$ cat config.mk
export PLATFORM = sky130hd
export DESIGN_NAME = ofdm_frame_sched_flat
export DESIGN_NICKNAME = d
export VERILOG_FILES = /design/src/rtl/ofdm_tx_pkg.sv /design/src/rtl/ofdm_frame_sched_if.sv /design/src/rtl/ofdm_out_reg.sv /design/src/rtl/ofdm_frame_sched.sv /design/src/flat_wrapper.sv
export SDC_FILE = /design/constraint.sdc
export NUM_CORES = 1
export LEC_CHECK = 0
export CAP_MARGIN = 30
export CORE_ASPECT_RATIO = 0.8
export CORE_MARGIN = 5
export CORE_UTILIZATION = 35
export CTS_BUF_LIST = sky130_fd_sc_hd__clkbuf_8
export CTS_CLUSTER_SIZE = 8
export DETAILED_ROUTE_END_ITERATION = 8
export GPL_TIMING_DRIVEN = 0
export MAX_ROUTING_LAYER = met4
export PLACE_DENSITY = 0.66
export SYNTH_ARGS = -nofsm -noshare
export SYNTH_HDL_FRONTEND = slang
export SYNTH_SLANG_ARGS = --single-unit
$ cat constraint.sdc
create_clock -name clk -period 3.3 [get_ports clk]
set_input_delay 0.33 -clock clk [delete_from_list [all_inputs] [get_ports clk]]
set_output_delay 0.33 -clock clk [all_outputs]
set_load 0.01 [all_outputs]
$ cat src/rtl/ofdm_tx_pkg.sv
// Shared definitions for the OFDM transmit frame path: sample and symbol
// counter widths, output sample type codes, frame geometry and the
// scheduler state encoding.
package ofdm_tx_pkg;

  localparam int SAMPLE_W  = 16;  // {I[15:8], Q[7:0]}
  localparam int SYM_CNT_W = 8;   // DATA symbol count width

  // Frame geometry in samples.  The scheduler itself trusts the sources'
  // last flags; these sizes describe what a well-behaved source delivers.
  localparam int PREAMBLE_LEN = 320;  // STS + LTS
  localparam int SYM_LEN      = 80;   // one OFDM symbol incl. cyclic prefix

  // Tag carried alongside every output sample.
  localparam logic [1:0] TYPE_TRAIN = 2'd0;
  localparam logic [1:0] TYPE_SIG   = 2'd1;
  localparam logic [1:0] TYPE_DATA  = 2'd2;

  typedef enum logic [2:0] {
    ST_IDLE  = 3'd0,
    ST_TRAIN = 3'd1,
    ST_SIG   = 3'd2,
    ST_DATA  = 3'd3,
    ST_GAP   = 3'd4
  } sched_state_t;

  // Type tag a given state stamps on the samples it forwards.
  function automatic logic [1:0] state_type(sched_state_t s);
    logic [1:0] t;
    t = TYPE_TRAIN;
    if (s == ST_SIG)  t = TYPE_SIG;
    if (s == ST_DATA) t = TYPE_DATA;
    return t;
  endfunction

endpackage

$ cat src/rtl/ofdm_frame_sched_if.sv
// Signal bundle between the frame scheduler and its environment: frame
// control, the three sample sources and the single output stream.
//
// Handshake rule for every stream (train_*, sig_*, data_*, m_*): a sample
// moves on a rising clock edge where valid and ready are both high.  The
// producer holds data/last stable while valid is high and ready is low.
// Ready never depends combinationally on the same stream's valid.
interface ofdm_frame_sched_if #(
  parameter int DW    = 16,
  parameter int SYM_W = 8
);

  // frame control
  logic             start;
  logic [SYM_W-1:0] num_sym;
  logic             abort;
  logic             busy;
  logic             done;

  // training source
  logic [DW-1:0]    train_din;
  logic             train_vld;
  logic             train_last;
  logic             train_rdy;

  // SIGNAL symbol source
  logic [DW-1:0]    sig_din;
  logic             sig_vld;
  logic             sig_last;
  logic             sig_rdy;

  // DATA symbol source
  logic [DW-1:0]    data_din;
  logic             data_vld;
  logic             data_last;
  logic             data_rdy;

  // output stream towards IFFT/DAC
  logic [DW-1:0]    m_dout;
  logic             m_vld;
  logic             m_last;
  logic [1:0]       m_type;
  logic [SYM_W-1:0] m_sym;
  logic             m_rdy;

  // scheduler side
  modport master (
    input  start, num_sym, abort,
    output busy, done,
    input  train_din, train_vld, train_last,
    output train_rdy,
    input  sig_din, sig_vld, sig_last,
    output sig_rdy,
    input  data_din, data_vld, data_last,
    output data_rdy,
    output m_dout, m_vld, m_last, m_type, m_sym,
    input  m_rdy
  );

  // environment side (sources, sink, controller)
  modport slave (
    output start, num_sym, abort,
    input  busy, done,
    output train_din, train_vld, train_last,
    input  train_rdy,
    output sig_din, sig_vld, sig_last,
    input  sig_rdy,
    output data_din, data_vld, data_last,
    input  data_rdy,
    input  m_dout, m_vld, m_last, m_type, m_sym,
    output m_rdy
  );

endinterface

$ cat src/rtl/ofdm_out_reg.sv
// Single-entry registered stream stage (data + last + user tag).
// The caller decides when to load; can_load tells it the stage is empty or
// is being drained this cycle, which gives one sample per cycle with no
// bubble while the sink keeps ready high.
module ofdm_out_reg #(
  parameter int DW = 16,
  parameter int UW = 10
) (
  input  logic          clk,
  input  logic          rst_n,
  input  logic          clr,
  input  logic          load,
  input  logic [DW-1:0] in_data,
  input  logic          in_last,
  input  logic [UW-1:0] in_user,
  output logic [DW-1:0] out_data,
  output logic          out_vld,
  output logic          out_last,
  output logic [UW-1:0] out_user,
  input  logic          out_rdy,
  output logic          can_load
);

  assign can_load = !out_vld || out_rdy;

  // Holding register: load wins over drain, clear wins over both.
  always_ff @(posedge clk or negedge rst_n) begin
    if (!rst_n) begin
      out_data <= '0;
      out_vld  <= 1'b0;
      out_last <= 1'b0;
      out_user <= '0;
    end else if (clr) begin
      out_vld  <= 1'b0;
      out_last <= 1'b0;
    end else if (load) begin
      out_data <= in_data;
      out_vld  <= 1'b1;
      out_last <= in_last;
      out_user <= in_user;
    end else if (out_rdy) begin
      out_vld  <= 1'b0;
    end
  end

endmodule

$ cat src/rtl/ofdm_frame_sched.sv
// Frame-level TX scheduler: per accepted start it forwards the training
// preamble, the SIGNAL symbol and num_sym DATA symbols onto one output
// stream, tags every sample with its type and DATA symbol number, then
// holds off new frames for GAP_LEN idle cycles.
module ofdm_frame_sched
  import ofdm_tx_pkg::*;
#(
  parameter int DW      = SAMPLE_W,
  parameter int SYM_W   = SYM_CNT_W,
  parameter int GAP_LEN = 16
) (
  input  logic               clk,
  input  logic               rst_n,
  ofdm_frame_sched_if.master bus,
  output sched_state_t       dbg_state
);

  localparam int UW = 2 + SYM_W;
  localparam int GW = (GAP_LEN > 1) ? $clog2(GAP_LEN) : 1;
  localparam logic [GW-1:0] GAP_LAST = GW'(GAP_LEN - 1);
  // Where a frame goes after its final sample has been taken from a source.
  localparam sched_state_t END_ST = (GAP_LEN == 0) ? ST_IDLE : ST_GAP;

  sched_state_t     state, state_nxt;
  logic [SYM_W-1:0] sym_cnt;
  logic [SYM_W-1:0] num_sym_q;
  logic [GW-1:0]    gap_cnt;

  logic             can_load;
  logic             start_ok;
  logic             train_xfer, sig_xfer, data_xfer;
  logic             last_sym;

  logic             ld;
  logic [DW-1:0]    ld_data;
  logic             ld_last;
  logic [1:0]       ld_type;
  logic [SYM_W-1:0] ld_sym;

  logic [DW-1:0]    out_data;
  logic             out_vld;
  logic             out_last;
  logic [UW-1:0]    out_user;

  // Source grants come only from registered state and the output stage
  // occupancy, so no source valid can loop back into its own ready.
  assign bus.train_rdy = (state == ST_TRAIN) && can_load;
  assign bus.sig_rdy   = (state == ST_SIG)   && can_load;
  assign bus.data_rdy  = (state == ST_DATA)  && can_load;

  assign train_xfer = bus.train_vld && bus.train_rdy;
  assign sig_xfer   = bus.sig_vld   && bus.sig_rdy;
  assign data_xfer  = bus.data_vld  && bus.data_rdy;

  assign start_ok = (state == ST_IDLE) && bus.start && !bus.abort;
  assign last_sym = (sym_cnt == (num_sym_q - SYM_W'(1)));

  // Next-state logic; abort overrides every other transition.
  always_comb begin
    state_nxt = state;
    case (state)
      ST_IDLE:  if (start_ok) state_nxt = ST_TRAIN;
      ST_TRAIN: if (train_xfer && bus.train_last) state_nxt = ST_SIG;
      ST_SIG:   if (sig_xfer && bus.sig_last)
                  state_nxt = (num_sym_q == '0) ? END_ST : ST_DATA;
      ST_DATA:  if (data_xfer && bus.data_last && last_sym) state_nxt = END_ST;
      ST_GAP:   if (gap_cnt == GAP_LAST) state_nxt = ST_IDLE;
      default:  state_nxt = ST_IDLE;
    endcase
    if (bus.abort) state_nxt = ST_IDLE;
  end

  // Source mux into the output stage, with the frame-last flag and tags.
  always_comb begin
    ld      = 1'b0;
    ld_data = '0;
    ld_last = 1'b0;
    ld_type = state_type(state);
    ld_sym  = '0;
    case (state)
      ST_TRAIN: begin
        ld      = train_xfer;
        ld_data = bus.train_din;
      end
      ST_SIG: begin
        ld      = sig_xfer;
        ld_data = bus.sig_din;
        ld_last = bus.sig_last && (num_sym_q == '0);
      end
      ST_DATA: begin
        ld      = data_xfer;
        ld_data = bus.data_din;
        ld_last = bus.data_last && last_sym;
        ld_sym  = sym_cnt;
      end
      default: ;
    endcase
  end

  // State register.
  always_ff @(posedge clk or negedge rst_n) begin
    if (!rst_n) state <= ST_IDLE;
    else        state <= state_nxt;
  end

  // Frame length is captured once so later changes on num_sym are harmless.
  always_ff @(posedge clk or negedge rst_n) begin
    if (!rst_n)        num_sym_q <= '0;
    else if (start_ok) num_sym_q <= bus.num_sym;
  end

  // DATA symbol counter: advances after the last sample of each symbol.
  always_ff @(posedge clk or negedge rst_n) begin
    if (!rst_n)                            sym_cnt <= '0;
    else if (bus.abort || start_ok)        sym_cnt <= '0;
    else if (data_xfer && bus.data_last)   sym_cnt <= sym_cnt + SYM_W'(1);
  end

  // Inter-frame gap counter, only running while in GAP.
  always_ff @(posedge clk or negedge rst_n) begin
    if (!rst_n)               gap_cnt <= '0;
    else if (state != ST_GAP) gap_cnt <= '0;
    else                      gap_cnt <= gap_cnt + GW'(1);
  end

  ofdm_out_reg #(
    .DW (DW),
    .UW (UW)
  ) u_out_reg (
    .clk      (clk),
    .rst_n    (rst_n),
    .clr      (bus.abort),
    .load     (ld),
    .in_data  (ld_data),
    .in_last  (ld_last),
    .in_user  ({ld_type, ld_sym}),
    .out_data (out_data),
    .out_vld  (out_vld),
    .out_last (out_last),
    .out_user (out_user),
    .out_rdy  (bus.m_rdy),
    .can_load (can_load)
  );

  assign bus.m_dout = out_data;
  assign bus.m_vld  = out_vld;
  assign bus.m_last = out_last;
  assign bus.m_type = out_user[UW-1 -: 2];
  assign bus.m_sym  = out_user[SYM_W-1:0];

  assign bus.busy = (state != ST_IDLE);
  assign bus.done = out_vld && bus.m_rdy && out_last;
  assign dbg_state = state;

endmodule
$ cat src/flat_wrapper.sv
// flat-port wrapper written by rule: the top's interface ports become plain ports
module ofdm_frame_sched_flat import ofdm_tx_pkg::*;
#(
  parameter int DW      = SAMPLE_W,
  parameter int SYM_W   = SYM_CNT_W,
  parameter int GAP_LEN = 16
)
  (clk, rst_n, dbg_state, bus_start, bus_num_sym, bus_abort, bus_busy, bus_done, bus_train_din, bus_train_vld, bus_train_last, bus_train_rdy, bus_sig_din, bus_sig_vld, bus_sig_last, bus_sig_rdy, bus_data_din, bus_data_vld, bus_data_last, bus_data_rdy, bus_m_dout, bus_m_vld, bus_m_last, bus_m_type, bus_m_sym, bus_m_rdy);
  ofdm_frame_sched_if #(.DW(DW), .SYM_W(SYM_W)) bus_i ();
  input  logic clk;
  input  logic rst_n;
  output sched_state_t dbg_state;
  input wire logic [$bits(bus_i.start)-1:0] bus_start;
  input wire logic [$bits(bus_i.num_sym)-1:0] bus_num_sym;
  input wire logic [$bits(bus_i.abort)-1:0] bus_abort;
  output wire logic [$bits(bus_i.busy)-1:0] bus_busy;
  output wire logic [$bits(bus_i.done)-1:0] bus_done;
  input wire logic [$bits(bus_i.train_din)-1:0] bus_train_din;
  input wire logic [$bits(bus_i.train_vld)-1:0] bus_train_vld;
  input wire logic [$bits(bus_i.train_last)-1:0] bus_train_last;
  output wire logic [$bits(bus_i.train_rdy)-1:0] bus_train_rdy;
  input wire logic [$bits(bus_i.sig_din)-1:0] bus_sig_din;
  input wire logic [$bits(bus_i.sig_vld)-1:0] bus_sig_vld;
  input wire logic [$bits(bus_i.sig_last)-1:0] bus_sig_last;
  output wire logic [$bits(bus_i.sig_rdy)-1:0] bus_sig_rdy;
  input wire logic [$bits(bus_i.data_din)-1:0] bus_data_din;
  input wire logic [$bits(bus_i.data_vld)-1:0] bus_data_vld;
  input wire logic [$bits(bus_i.data_last)-1:0] bus_data_last;
  output wire logic [$bits(bus_i.data_rdy)-1:0] bus_data_rdy;
  output wire logic [$bits(bus_i.m_dout)-1:0] bus_m_dout;
  output wire logic [$bits(bus_i.m_vld)-1:0] bus_m_vld;
  output wire logic [$bits(bus_i.m_last)-1:0] bus_m_last;
  output wire logic [$bits(bus_i.m_type)-1:0] bus_m_type;
  output wire logic [$bits(bus_i.m_sym)-1:0] bus_m_sym;
  input wire logic [$bits(bus_i.m_rdy)-1:0] bus_m_rdy;
  assign bus_i.start = bus_start;
  assign bus_i.num_sym = bus_num_sym;
  assign bus_i.abort = bus_abort;
  assign bus_busy = bus_i.busy;
  assign bus_done = bus_i.done;
  assign bus_i.train_din = bus_train_din;
  assign bus_i.train_vld = bus_train_vld;
  assign bus_i.train_last = bus_train_last;
  assign bus_train_rdy = bus_i.train_rdy;
  assign bus_i.sig_din = bus_sig_din;
  assign bus_i.sig_vld = bus_sig_vld;
  assign bus_i.sig_last = bus_sig_last;
  assign bus_sig_rdy = bus_i.sig_rdy;
  assign bus_i.data_din = bus_data_din;
  assign bus_i.data_vld = bus_data_vld;
  assign bus_i.data_last = bus_data_last;
  assign bus_data_rdy = bus_i.data_rdy;
  assign bus_m_dout = bus_i.m_dout;
  assign bus_m_vld = bus_i.m_vld;
  assign bus_m_last = bus_i.m_last;
  assign bus_m_type = bus_i.m_type;
  assign bus_m_sym = bus_i.m_sym;
  assign bus_i.m_rdy = bus_m_rdy;
  ofdm_frame_sched #(.DW(DW), .SYM_W(SYM_W), .GAP_LEN(GAP_LEN)) u_core (.clk(clk), .rst_n(rst_n), .bus(bus_i), .dbg_state(dbg_state));
endmodule
Yosys cells after proc, flatten, opt, wreduce, memory -nomap -nowiden:

Index checks and enable logic that the tools add are counted.

* eq/ne operators: 12
* shifts and indexed selects: 0
* multiplexer cells: 22
* $mul: 0
* add/sub/neg operators: 3
* reduce and logical (&&, ||, !) cells: 28
* $lt $le $gt $ge: 0
* bitwise logic cells: 1
* divide/modulo/power cells: 0

Operator list (count)
* $pmux 16 s3: 1
* $mux 8: 3
* $mux 3: 7
* $logic_and 1x1->1: 16
* $pmux 3 s5: 1
* $ne 3x2->1 const B: 3
* $ne 3x3->1 const B: 3
* $add 8x1->8 const B: 1
* $eq 8x8->1: 1
* $logic_not 8->1: 1
* $sub 8x1->8 const B: 1
* $eq 3x2->1 const B: 2
* $mux 1: 6
* $reduce_bool 3->1: 2
* $reduce_and 5->1: 1
* $add 4x1->4 const B: 1
* $eq 4x4->1 const B: 1
* $mux 4: 1
* $reduce_bool 2->1: 2
* $eq 3x1->1 const B: 1
* $eq 3x3->1 const B: 1
* $logic_not 3->1: 1
* $pmux 1 s3: 1
* $logic_not 1->1: 2
* 5 further kinds: 6

* bits in read-only memories: 0
* input bits: 67
* latch bits: 0
* register bits: 51
* output and inout bits: 36
* word-level logic and storage cells: 74
* RAM bits: 0
* memories: 0

Depth between registers and ports, before layout:

Gate-level depths: netlist of the first run.

* depth after elaboration: 9
* gate-level depth with buffers: 9
* depth with buffers taken out: 9

Hierarchy:

A second synthesis of the first run with hierarchy kept.

* cells, all modules: 287
* area, all modules: 3017.9 µm²

Modules (own cells, without submodules)
* ofdm_frame_sched: area each 1855.5 µm², sequential area each 575.6 µm², instances 1, cells each 224
* ofdm_out_reg: area each 1162.4 µm², sequential area each 700.7 µm², instances 1, cells each 63

Worst setup path before layout of the first run:

Ideal clock, no wire load.

* path type: register to register
* from: register u_core.num_sym_q[0]
* to: register u_core.u_out_reg.out_last
* path buffers: 0
* data required time: 3206 ps
* slack: 1398 ps
* library setup time: 94 ps
* period minus slack after synthesis: 1902 ps
* arrival time: 1809 ps
* cell stages (with the launch flop): 8
* cell sequence: dfrtp_1 inv_1 ha_1 nor3b_2 a21oi_1 a2111oi_2 nand4_1 a221oi_2

* longest elaborated chain between the ends: 6
* elaborated cells on any way between the ends: 8
* classes of those cells: 1 x add/sub; 1 x eq/ne; 3 x mux; 3 x reduce/logical

RTL lines
* start: declaration: RTL line ofdm_frame_sched.sv:26 `logic [SYM_W-1:0] num_sym_q;`
* start signal: assignment: RTL line ofdm_frame_sched.sv:109 `else if (start_ok) num_sym_q <= bus.num_sym;`
* $sub 8x1->8: RTL line ofdm_frame_sched.sv:56 `assign last_sym = (sym_cnt == (num_sym_q - SYM_W'(1)));`
* $eq 8x8->1: RTL line ofdm_frame_sched.sv:56
* $logic_and 1x1->1: RTL line ofdm_frame_sched.sv:93 `ld_last = bus.data_last && last_sym;`
* $pmux 1 s2 (*): RTL line ofdm_frame_sched.sv:80 `case (state)`
* $mux 1 (*): RTL line ofdm_out_reg.sv:36 `end else if (load) begin`
* $mux 1 (*): RTL line ofdm_out_reg.sv:33 `end else if (clr) begin`
* end signal: assignment: RTL line ofdm_out_reg.sv:39 `out_last <= in_last;`
* end: declaration: RTL line ofdm_out_reg.sv:18 `output logic out_last,`

Mark *: on every way between the ends. The rest lies on a longest branch, timed or not. The select of a mux whose other input is x is not followed.
A chain may end at the register's enable or synchronous reset.

Worst setup path in the final report of the first run:

* from: register u_core.state[1] (netlist: u_core.dbg_state[1])
* to: output bus_busy

* longest elaborated chain between the ends: 1

RTL lines
* start: declaration: RTL line ofdm_frame_sched.sv:24 `sched_state_t state, state_nxt;`
* start signal: assignment: RTL line ofdm_frame_sched.sv:103 `else state <= state_nxt;`
* $reduce_bool 3->1: RTL line ofdm_frame_sched.sv:151 `assign bus.busy = (state != ST_IDLE);`
* end: declaration: RTL line flat_wrapper.sv:16 `output wire logic [$bits(bus_i.busy)-1:0] bus_busy;`

No other way between the ends.

==> reports/metrics.yaml, run 1 <==
yosysTopAreaCell: "dfrtp_1"
cts_buffers: 5
initial_utilization: 0.355
synth-xor-area-share: 0.0629
final_util: 0.518
die_h_um: 89.8
clkTransAtPathRegs_ns: 0.10
maxSlewViolCount: 0
finalCritPeriodShare: 0.695
regToRegSetupSlack_ns: 1.11
clockBufferDepth: 2
ys_types: 47
ys_ff_latch: 51
synth_edf_count: 0
yosysWarnings: 0
maxCapViolCount: 0
pin_count: 103
irDropWorstVdd_v: 0.000333
h-tree-depth: 2
grt_pass1_wl_um: 13000
grt_max_degree: 34
grt_pass1_vias: 2572
r2r-end: "u_core.u_out_reg.out_last$_DFFE_PN0P_"
drt-initial-drc-count: 123
diodes: 0
grt_setup_unrepaired: "no"
chipWidth_um: 110
p_comb_frac: 0.487
cts_root_buf: "clkbuf_8"
skew_ns: 0.0181
grt_overflow: 0
yosysTopAreaCellShare: 0.459
timing.fmax_mhz: 436
setup_viol: 0
r2r-start: "u_core.num_sym_q[0]$_DFFE_PN0P_"
holdCritStartpoint: "u_core.gap_cnt[0]$_DFF_PN0_"
synth-compound-area-share: 0.165
syn_inst: 287
avgSynthCellArea_sq_um: 9.70
synth_top_family_by_area: "simple AND/OR/NAND/NOR gates"
ys.flop_type: "dfrtp_1"
coreArea_sq_mm: 0.00784
synth_sequential_area_ratio: 0.459
hold_viol: 0
critPathRequiredTime_ns: 2.97
min_to: "u_core.gap_cnt[0]$_DFF_PN0_"
synthMuxAreaShare: 0.0400
status: "completed"
gp_congestion: 0.813
fp.dieArea_sq_mm: 0.00984
port_buffers: 102
num_vias: 2514
switching_share: 0.371
clock_latency_ns: 0.31
max_slew_margin: 0.624
ff2ff_path_depth: 7
tritoncts: "done"
hpwlAfterDp_um: 6150
area_growth_pct: 45.9
yosysMostFrequentCell: "nand2_1"
setup_ws_ns: 1.01
worst_pin_slew_ns: 0.561
worstSetupPathType: "flop to primary output"
synth_area_leaders: "dfrtp_1, nand2_1, o21ai_0"
syn_area_sq_mm: 0.00278
worst_hold_slack_ns: 0.480
cp-end-kind: "primary output"
async_flop_share: 1.00
cts_setup_buffers: 0
viasPerCell: 4.96
cp-start-kind: "flop"
drive_gt1_frac: 0.123
hold_path.class: "flop to flop"
drc: 0
leakagePower_uw: 0.00168
rows: 29
clock-sinks: 51
antenna_found_initial: 0
finalCriticalPeriod_ns: 2.29
seq_power_share: 0.363
power.internal_uw: 1630
pwr_density_cell_mw_per_mm2: 638
syn_nets: 357
fin_tns_setup_ns: 0
yosys.area_share.simple: 0.219
synthAdderAreaFrac: 0.0135
grt_util_all_layers: 0.168
holdPathStages: 1
wire_per_inst_um: 15.6
crit_fanout: 10
synth_common_cells: "nand2_1, dfrtp_1, o21ai_0, nor2_1, a221o_1"
power_frac_clock: 0.150
place_ws_ns: 0.911
p_switching_uw: 961
drtAntennaViolNets: 0
first_pass_iters: 4
critPathArrivalTime_ns: 1.96
wirelength_um: 7890
finalNetCount: 468
total_power_uw: 2590
## cell usage in the layout (no fill, tap or decap), types with 4 or more instances in the layout
cell type and n:
dfrtp_1 51, xor2_1 11, mux2_2 8, o21ai_0 30, nor2_1 19, nand4_1 4, nor3_1 5, xnor2_1 9
clkdlybuf4s50_1 101, a31oi_1 5, nand2_1 56, clkbuf_8 6, nand2b_1 5, inv_1 5, nand3_1 5, a221o_1 14
and3_1 4, buf_2 10
## cell type report
cell class / instances / area, sq um
flip-flops and latches: 51 / 1280
repair buffers: 104 / 1050
plain buffers: 16 / 97.6
clock buffers: 6 / 82.6
well taps: 108 / 135
fillers: 739 / 3780
multi-input cells: 215 / 1390
inverters: 5 / 18.8
clock inverters: 2 / 13.8
## worst max-delay path, cell delays in order (launching register included)
cell and delay (ns):
dfrtp_1 0.42, buf_4 0.19, or3_1 0.37, buf_2 0.17
clkdlybuf4s50_1 0.51
## state kept, by name, summed over array words and instances, names as in the netlist
register	count
u_core.dbg_state	3
u_core.u_out_reg.out_last	1
u_core.u_out_reg.out_user	10
u_core.u_out_reg.out_vld	1
u_core.sym_cnt	8
u_core.num_sym_q	8
u_core.u_out_reg.out_data	16
u_core.gap_cnt	4
## routing by layer
| layer | global-route usage | share of wire | vias up |
|---|---|---|---|
| met3 | 0.0287 | 0.058 | 10 |
| li1 | - | - | 1242 |
| met1 | 0.235 | 0.48 | 1188 |
| met2 | 0.255 | 0.45 | 74 |
| met4 | 0.0426 | 0.013 | 0 |
| met5 | - | 0 | - |
## worst max path at each step
| stage | from | endpoint | slack (ns) | cells after the start |
|---|---|---|---|---|
| after global routing | u_core.dbg_state[2]$_DFFE_PN0P_ | bus_sig_rdy | 0.85 | 5 |
| after floorplan | u_core.num_sym_q[0]$_DFFE_PN0P_ | u_core.u_out_reg.out_last$_DFFE_PN0P_ | 1.40 | 7 |
| after global placement | rst_n | u_core.u_out_reg.out_data[7]$_DFFE_PN0P_ | 0.35 | 1 |
| after detailed placement | bus_data_vld | u_core.u_out_reg.out_data[14]$_DFFE_PN0P_ | 0.91 | 8 |
| after CTS | u_core.dbg_state[1]$_DFFE_PN0P_ | bus_busy | 0.98 | 4 |
| final | u_core.dbg_state[1]$_DFFE_PN0P_ | bus_busy | 1.01 | 4 |
## power groups by stage
stage          registers [uW]  logic (uW)  clock network [uW]
2_1_floorplan             985         684                   0
3_3_place_gp              948        1250                   0
3_5_place_dp              956        1270                   0
4_1_cts                   943        1270                 400
5_1_grt                   973        1390                 428
6_report                  940        1260                 388
## logic make-up (layout without fill, tap and decap cells)
kind of cell,Yosys count,count (layout)
and+or+nand+nor,117,117
adders and majority gates,3,3
AOI/OAI and AO/OA,65,65
buffers and inverters,21,133
muxes,10,10
DFF,51,51
xor gates and xnor gates,20,20
## through the flow
| step | instance area, sq um | std cells |
|---|---|---|
| 3_5_place_dp | 3950 | 498 |
| 3_3_place_gp | 3940 | 497 |
| 4_1_cts | 4060 | 507 |
| 5_1_grt | 4060 | 507 |
| 6_report | 4060 | 507 |
| 2_1_floorplan | 2780 | 287 |
## what timing repair did
item | in CTS | in global routing
hold buffers | 1 | 0
setup endpoints to repair | 0 | 0
resized for setup | 0 | 0
endpoints found under the hold margin | 18 | 0
(Power assumes the default switching activity.)
==> run 2, diff against run 1 <==
--- a/config.mk
+++ b/config.mk
@@ -14,7 +14,7 @@
 export DETAILED_ROUTE_END_ITERATION = 8
 export GPL_TIMING_DRIVEN = 0
 export MAX_ROUTING_LAYER = met4
-export PLACE_DENSITY = 0.66
+export PLACE_DENSITY = 0.68
 export SYNTH_ARGS = -nofsm -noshare
 export SYNTH_HDL_FRONTEND = slang
 export SYNTH_SLANG_ARGS = --single-unit
==> constraint.sdc (replaced) <==
create_clock -name clk -period 2 [get_ports clk]
set_input_delay 0.2 -clock clk [delete_from_list [all_inputs] [get_ports clk]]
set_output_delay 0.2 -clock clk [all_outputs]
set_load 0.01 [all_outputs]
==> run 2 against run 1 <==
The flow now finishes with violations (setup timing). Sequential share of layout area down 2.5 points. Non-clock buffer count up 22. Register-to-register slack got worse by 1.2 ns. Largest power group unchanged.
==> reports/metrics.yaml, run 2 (synthesis results as in run 1) <==
finalCriticalPeriod_ns: 2.05
crit_chain: "buf_4 > nor3_1 > xnor2_1 > nand3_1 > a2111oi_4 > nand4_1 > a221oi_2"
wire_per_inst_um: 15.9  # +2.1%
reg_top3: "u_core.u_out_reg.out_data (16), u_core.u_out_reg.out_user (10)"
critPathBufInv: 1  # -2
register_area_sq_mm: 0.00128  # about the same
cts_root_buf: "clkbuf_8"
port_buffers: 102  # unchanged
finalCritPeriodShare: 1.03
skew_ns: 0.0118  # -0.00634 ns
grt_util_all_layers: 0.172  # +0.00322
n_fill_cell: 714  # -3.4%
cp-end-kind: "flop"
cp-start-kind: "flop"
place_ws_ns: -0.196  # -1.11 ns
setup_viol: 1  # +1
timing.fmax_mhz: 487
final_area_sq_mm: 0.00441  # +8.6%
area_growth_pct: 58.4
pin_count: 103  # unchanged
status: "finished, violations left"
num_vias: 2612  # +3.9%
hold_path.class: "primary input to async pin"
critPathTopFamily: "compound AO/OA/AOI/OAI gates"
die_h_um: 89.8  # unchanged
clock_latency_ns: 0.31  # about the same
clkTransAtPathRegs_ns: 0.10  # about the same
max_slew_margin: 0.609  # -0.0148
gp_congestion: 0.805  # -1.0%
violations: "setup timing"
chipWidth_um: 110  # unchanged
final_common_cell: "clkdlybuf4s50_1"
maxSlewViolCount: 0  # unchanged
wirelength_um: 8380  # +6.3%
grt_setup_unrepaired: "yes"
drive_gt1_frac: 0.193  # +0.0701
first_pass_iters: 4  # unchanged
drc: 0  # unchanged
top_register: "u_core.u_out_reg.out_data"
antenna_found_initial: 0  # unchanged
grt_pass1_vias: 2552  # -0.78%
grt_pass1_wl_um: 13200  # +1.0%
initial_utilization: 0.355  # unchanged
worst_pin_slew_ns: 0.583  # +0.0221 ns
largest_register_ff_count: 16  # unchanged
critPathRequiredTime_ns: 2.21  # -0.76 ns
multi_input_area_sq_mm: 0.00148  # +6.4%
diodes: 0  # unchanged
h-tree-depth: 2  # unchanged
final_cell_mix: "clkdlybuf4s50_1, nand2_1, dfrtp_1"
setup_ws_ns: -0.0526  # -1.06 ns
critPathArrivalTime_ns: 2.26  # +0.30 ns
clock-sinks: 51  # unchanged
place_area_sq_mm: 0.00395  # unchanged
tritoncts: "done"
drt-initial-drc-count: 93  # -24%
viasPerCell: 4.95  # -0.23%
hold_viol: 0  # unchanged
clockBufferDepth: 2  # unchanged
hpwlAfterDp_um: 6180  # +0.38%
drtAntennaViolNets: 0  # unchanged
total_power_uw: 4720  # +82%
finalNetCount: 490  # +4.7%
grt_max_degree: 40  # +18%
worstSetupPathType: "flop to flop"
fp.dieArea_sq_mm: 0.00984  # unchanged
maxCapViolCount: 0  # unchanged
leakagePower_uw: 0.00187  # +11%
rows: 29  # unchanged
cts_buffers: 5  # unchanged
grt_overflow: 0  # unchanged
max_stage_delay_ns: 0.44  # -0.07 ns
crit_fanout: 3  # -7
pwr_density_cell_mw_per_mm2: 1070  # +68%
crit_slowest_cell: "dfrtp_1"
coreArea_sq_mm: 0.00784  # unchanged
irDropWorstVdd_v: 0.000586  # +76%
==> run 2: what timing repair did <==
| item | CTS | global route |
|---|---|---|
| endpoints found under the hold margin | 12 | 0 |
| pin swaps | 3 | 18 |
| buffers inserted | 4 | 15 |
| cloned | 0 | 3 |
| hold buffers | 1 | 0 |
| gates resized for setup | 17 | 28 |
| endpoints found under the setup margin | 28 | 37 |
==> run 2: worst paths after layout <==
kind	start	end	slack, ns	depth (start not counted)
setup / recovery	u_core.num_sym_q[1]$_DFFE_PN0P_	u_core.u_out_reg.out_last$_DFFE_PN0P_	-0.05	7
setup reg to reg	u_core.num_sym_q[1]$_DFFE_PN0P_	u_core.u_out_reg.out_last$_DFFE_PN0P_	-0.05	7
min in group clk	bus_num_sym[0]	u_core.num_sym_q[0]$_DFFE_PN0P_	0.46	3
max in group asynchronous	rst_n	u_core.u_out_reg.out_data[5]$_DFFE_PN0P_	1.16	3
hold reg to reg	u_core.gap_cnt[0]$_DFF_PN0_	u_core.gap_cnt[0]$_DFF_PN0_	0.47	1
hold / removal	rst_n	u_core.num_sym_q[3]$_DFFE_PN0P_	0.32	2
==> run 2: final cells by class <==
cell class,count,share of cell area
Multi-Input combinational cell,215,0.336
Sequential cell,51,0.290
Timing Repair Buffer,126,0.288
Buffer,16,0.0312
Tap cell,108,0.0307
Clock buffer,6,0.0187
Inverter,5,0.00426
Clock inverter,1,0.00199
==> run 2: metal layers <==
layer  vias to the layer above  routed length (um)  global-route usage
met3                         5                 414              0.0258
li1                       1287                   -                   -
met2                        80                3840               0.266
met1                      1240                4060               0.237
met4                         0                  65              0.0405
met5                         -                   0                   -
==> run 2: power by group <==
group | total, uW | internal (uW) | switching, uW
Sequential | 1570 | 1300 | 263
Clock | 642 | 280 | 363
Combinational | 2510 | 1370 | 1140
Total | 4720 | 2950 | 1770
==> run 2: through the flow <==
stage	hold WS [ns]	TNS (ns)	util	instances
final	0.324	-0.0526	0.562	528
after global routing	0.366	-0.901	0.562	528
after CTS	0.313	-0.0614	0.529	510
after detailed placement	0.112	-3.86	0.504	498
after global placement	0.451	-43.99	0.503	497
after floorplan	-0.0956	0	-	287
